<file path="src/rtl/vc_router_pkg.sv">
// Shared types and helpers for the VC router allocation stages.
package vc_router_pkg;

    typedef enum logic {
        IDLE    = 1'b0,
        GRANTED = 1'b1
    } arb_state_t;

    function automatic int clog2(input int value);
        int result;
        int v;
        result = 0;
        v = value - 1;
        while (v > 0) begin
            result = result + 1;
            v = v >> 1;
        end
        return result;
    endfunction

endpackage

</file>
<file path="src/rtl/rr_priority_select.sv">
// Combinational round-robin winner select: first set request at or above ptr,
// wrapping to the lowest set request when nothing sits at or above ptr.
module rr_priority_select #(
    parameter int num_requests = 64,
    parameter int id_width     = 6
) (
    input  logic [num_requests-1:0] request,
    input  logic [id_width-1:0]     ptr,
    input  logic [num_requests-1:0] mask,
    output logic [num_requests-1:0] winner,
    output logic                    any_request
);

    logic [num_requests-1:0] req_eff;
    logic [num_requests-1:0] thermo;
    logic [num_requests-1:0] upper;
    logic [num_requests-1:0] upper_first;
    logic [num_requests-1:0] all_first;

    assign req_eff = request & ~mask;
    assign thermo  = {num_requests{1'b1}} << ptr;
    assign upper   = req_eff & thermo;

    // x & -x isolates the lowest set bit: one priority encoder per half of the wrap.
    assign upper_first = upper & (-upper);
    assign all_first   = req_eff & (-req_eff);

    assign winner      = (|upper) ? upper_first : all_first;
    assign any_request = |req_eff;

endmodule

</file>
<file path="src/rtl/vc_rr_arbiter.sv">
// Round-robin arbiter with packet-level grant lock and registered one-hot grant.
// Optional registered binary grant index: define VC_RR_ARBITER_GRANT_ID_EN.
//
// state   | meaning
// IDLE    | no grant held; arbitrate from ptr on any request
// GRANTED | grant locked until release or the grantee drops its request
module vc_rr_arbiter
    import vc_router_pkg::*;
#(
    parameter int num_requests = 64,
    parameter int id_width     = clog2(num_requests)
) (
    input  logic                    clk,
    input  logic                    rst,
    input  logic [num_requests-1:0] request,
    input  logic                    grant_release,
    output logic [num_requests-1:0] grant,
    output logic                    grant_valid
`ifdef VC_RR_ARBITER_GRANT_ID_EN
    ,
    output logic [id_width-1:0]     grant_id
`endif
);

    arb_state_t              state;
    logic [id_width-1:0]     ptr;
    logic [id_width-1:0]     grant_idx;
    logic [id_width-1:0]     next_ptr;
    logic [id_width-1:0]     sel_ptr;
    logic [num_requests-1:0] sel_mask;
    logic [num_requests-1:0] winner;
    logic                    any_request;
    logic                    grantee_req;
    logic                    end_grant;
    logic                    load;

    always_comb begin
        grant_idx = '0;
        for (int i = 0; i < num_requests; i++) begin
            if (grant[i]) grant_idx = id_width'(i);
        end
    end

    assign next_ptr    = (grant_idx == id_width'(num_requests - 1)) ? '0
                                                                    : grant_idx + id_width'(1);
    assign grantee_req = |(grant & request);
    assign end_grant   = (state == GRANTED) && (grant_release || !grantee_req);
    assign load        = (state == IDLE) || end_grant;

    // On an abort the old grantee must not win the re-arbitration.
    assign sel_ptr  = (state == GRANTED) ? next_ptr : ptr;
    assign sel_mask = (state == GRANTED && !grantee_req) ? grant : '0;

    rr_priority_select #(
        .num_requests (num_requests),
        .id_width     (id_width)
    ) u_select (
        .request     (request),
        .ptr         (sel_ptr),
        .mask        (sel_mask),
        .winner      (winner),
        .any_request (any_request)
    );

`ifdef VC_RR_ARBITER_GRANT_ID_EN
    logic [id_width-1:0] win_idx;

    always_comb begin
        win_idx = '0;
        for (int i = 0; i < num_requests; i++) begin
            if (winner[i]) win_idx = id_width'(i);
        end
    end

    always_ff @(posedge clk or posedge rst) begin
        if (rst) begin
            grant_id <= '0;
        end else if (load) begin
            grant_id <= win_idx;
        end
    end
`endif

    always_ff @(posedge clk or posedge rst) begin
        if (rst) begin
            state       <= IDLE;
            ptr         <= '0;
            grant       <= '0;
            grant_valid <= 1'b0;
        end else if (load) begin
            grant       <= winner;
            grant_valid <= any_request;
            state       <= any_request ? GRANTED : IDLE;
            if (state == GRANTED) ptr <= next_ptr;
        end
    end

endmodule

</file>
<file path="config.mk">
export PLATFORM = sky130hd
export DESIGN_NAME = vc_rr_arbiter
export DESIGN_NICKNAME = d
export VERILOG_FILES = /design/src/rtl/vc_router_pkg.sv /design/src/rtl/rr_priority_select.sv /design/src/rtl/vc_rr_arbiter.sv
export SDC_FILE = /design/constraint.sdc
export NUM_CORES = 1
export LEC_CHECK = 0
export BUFFER_PORTS_ARGS = -buffer_cell sky130_fd_sc_hd__clkbuf_2
export CAP_MARGIN = 20
export CORE_MARGIN = 10
export CORE_UTILIZATION = 63
export CTS_CLUSTER_DIAMETER = 60
export CTS_CLUSTER_SIZE = 14
export DETAILED_ROUTE_END_ITERATION = 8
export GPL_TIMING_DRIVEN = 0
export PLACE_DENSITY_LB_ADDON = 0.12
export SYNTH_ARGS = -nofsm -noshare
export SYNTH_HDL_FRONTEND = slang
export SYNTH_HIERARCHICAL = 1
export SYNTH_SLANG_ARGS = --single-unit
</file>
<file path="constraint.sdc">
create_clock -name clk -period 8.13 [get_ports clk]
set_input_delay 0.4065 -clock clk [delete_from_list [all_inputs] [get_ports clk]]
set_output_delay 0.4065 -clock clk [all_outputs]
set_load 0.02 [all_outputs]
</file>
==> run metrics <==
status finished, violations left; failing checks design-rule violations; met3 wire length 6530 um; final net count 1206; Num CTS Buffers 9; drt total wl 35800 um; ys flop type dfrtp_1; die area 0.0171 mm^2; vias in the first global route 9046; count of final setup violators 0; first-pass GRT wire length 52400 um; CTS tree yes; Pleak 3.97 nW; commonest non-fill, non-tap cell in the layout clkbuf_2; placed instance area 0.00859 mm^2; Worst setup EP type register; Hold-fix buffers, CTS 0; initial antenna violation count 0; Starting Density 64.5%; Skew-Pair Late Insertion Delay 0.36 ns; via count 9922; share of layout cells above drive strength 1 24.1%; core area 0.0120 mm^2; Layout Cells excl Fill 1290; r2r setup slk 0.77 ns; Max Used Layer met5; fmax 136 MHz; Mapped Area 0.00775 mm^2; crit path cell chain inv_1 -> a221oi_1 -> o31a_1 -> o311ai_0 -> a21o_1 -> ha_1 -> and2_1 -> a21oi_1 -> o31ai_1 -> buf_2 -> and2_1 -> a31oi_1 -> nor3_1 -> and3_1 -> buf_1 -> nor4b_4 -> buf_2 -> nand2_1 -> o22ai_1 -> mux2_2; Vias/cell 7.69; Post-Syn Instances 996; async set-reset flop share out of synthesis 100%; crit path kind reg -> reg; Clock Sinks 71; RSZ-0062 raised after global routing no; crit path max fanout 10; slowest stage delay, CP 0.98 ns; crit path time final 7.36 ns; clk_skew 0.0108 ns; pre-CTS setup slack 1.32 ns; Crit-path slowest cell nor4b_4; P&R area growth vs syn 15.0%; part of the cycle the worst path needs 90.5%; register bit total from synthesis 71; Inst Count DP 1274; Met2 Routed Length 13900 um; CTS max path bufs 2; worst vdd ir 0.000439 V; design area 0.00891 mm^2; PwrDens 349 mW/mm^2; Final WS setup 0.770 ns; # diodes 0; Final Hold Vio Count 0; # Max-Cap Violations 0; std cell rows 40; Antenna Nets Post-Route 0; worst-margin pin slew 1.11 ns; Worst Hold Class in -> async; commonest non-fill, non-tap cells in the layout 135 x clkbuf_2, 86 x nand2_1, 71 x dfrtp_1; max-slew violations 0; Resized cells post-CTS 0; Die Ht 131 um; Met1 Wirelength 12300 um; Req. time, crit path 8.43 ns; Syn Nets 1064; Final HPWL DP 26600 um; GR Util All Layers 40.6%; Die Wd 131 um; Starting DRT DRC Count 2329; startpoint types register; sequential area share after synthesis 22.9%; Port Buffers 131; RePlAce Congestion 1.17; routed len/inst 27.7 um; mean cell area of the mapped netlist 7.78 um^2; largest net degree at the start of global routing 72; setup TNS 0 ns; YS warnings 6; clock slew at reported path FFs 0.06 ns; Distinct cells, synth 78; GR Overflow Total 0; Setup Buffers After CTS 0; Power, Total 3.11 mW; root buffer cell clkbuf_16; Detailed Routing Iterations Pass 1 9; DRC violations left 15; H-tree depth 3; Worst EP arrival 7.66 ns; Post-synth EDFFs 0; Slew HR 25.7%; Top Ports 132
## cells in the mapped netlist (all sizes together) (19+ instances only)
| cell | count | area (um^2) |
|---|---|---|
| clkbuf | 19 | 76.3 |
| nand2 | 88 | 335 |
| nand4 | 24 | 150 |
| and2 | 64 | 400 |
| a22o | 20 | 175 |
| nand2b | 70 | 438 |
| nor2 | 50 | 188 |
| inv | 19 | 71.3 |
| dfrtp | 71 | 1780 |
| o21ai | 46 | 230 |
| nor4 | 24 | 150 |
| a21oi | 42 | 218 |
| o22ai | 27 | 169 |
| nor3 | 42 | 210 |
| nand3 | 54 | 275 |
| nor2b | 36 | 225 |
| buf | 28 | 178 |
| mux2 | 59 | 664 |
| or3 | 20 | 125 |
## worst max-delay path: cells and delay by family, from the launching register on
kind | cells | cell delay, ns
AO/OA/AOI/OAI | 8 | 2.60
adder cells (fa/ha/maj) | 1 | 0.26
buffers and inverters | 4 | 1.30
flip-flops | 1 | 0.48
multiplexers | 1 | 0.20
AND/OR/NAND/NOR | 6 | 2.46
## power breakdown
group          leakage, nW  total [mW]  switching, mW  internal, mW
logic                 2.85        2.25           1.56         0.687
clock network        0.148       0.436          0.168         0.268
registers            0.976       0.425         0.0407         0.384
## final cells by class
cell class              instances  area, um^2
multi-input cells             858        5650
fillers                       999        3100
flip-flops and latches         71        1780
repair buffers                131         656
plain buffers                  47         254
clock buffers                  10         229
well taps                     147         184
clock inverters                 6        85.1
inverters                      20        77.6
## cells by family after synthesis
group | synth area share [%]
AOI/OAI and AO/OA | 24.9
xor gates and xnor gates | 0.113
adders and majority gates | 0.161
buffers and inverters | 4.25
DFF | 22.9
muxes | 8.58
and+or+nand+nor | 39.0
## metrics by stage
step           utilization (%)  hold slack, ns
2_1_floorplan                -           0.467
3_3_place_gp              71.5           0.490
3_5_place_dp              71.5           0.498
4_1_cts                   74.1           0.274
5_1_grt                   74.2           0.311
6_report                  74.2           0.238
## layer usage
layer	GRT usage [%]	vias to the layer above
met1	50.2	4438
met4	24.1	2
met3	15.6	301
li1	-	4105
met2	58.4	1076
met5	4.01	-
## final timing paths
| kind | from | endpoint | cells past startpoint |
|---|---|---|---|
| worst max-delay path | grant[4]$_DFFE_PP0P_ | grant[50]$_DFFE_PP0P_ | 20 |
| worst min-delay path | rst | ptr[1]$_DFFE_PP0P_ | 2 |
| worst max register to register | grant[4]$_DFFE_PP0P_ | grant[50]$_DFFE_PP0P_ | 20 |
| worst min register to register | ptr[3]$_DFFE_PP0P_ | ptr[3]$_DFFE_PP0P_ | 2 |
| max in group asynchronous | rst | grant[31]$_DFFE_PP0P_ | 2 |
| min in group clk | ptr[3]$_DFFE_PP0P_ | ptr[3]$_DFFE_PP0P_ | 2 |
## state kept, by name, indices dropped and copies added, names as in the netlist
name and count:
grant_valid 1, grant 64, ptr 6
Power figures use the tool's default switching activity.
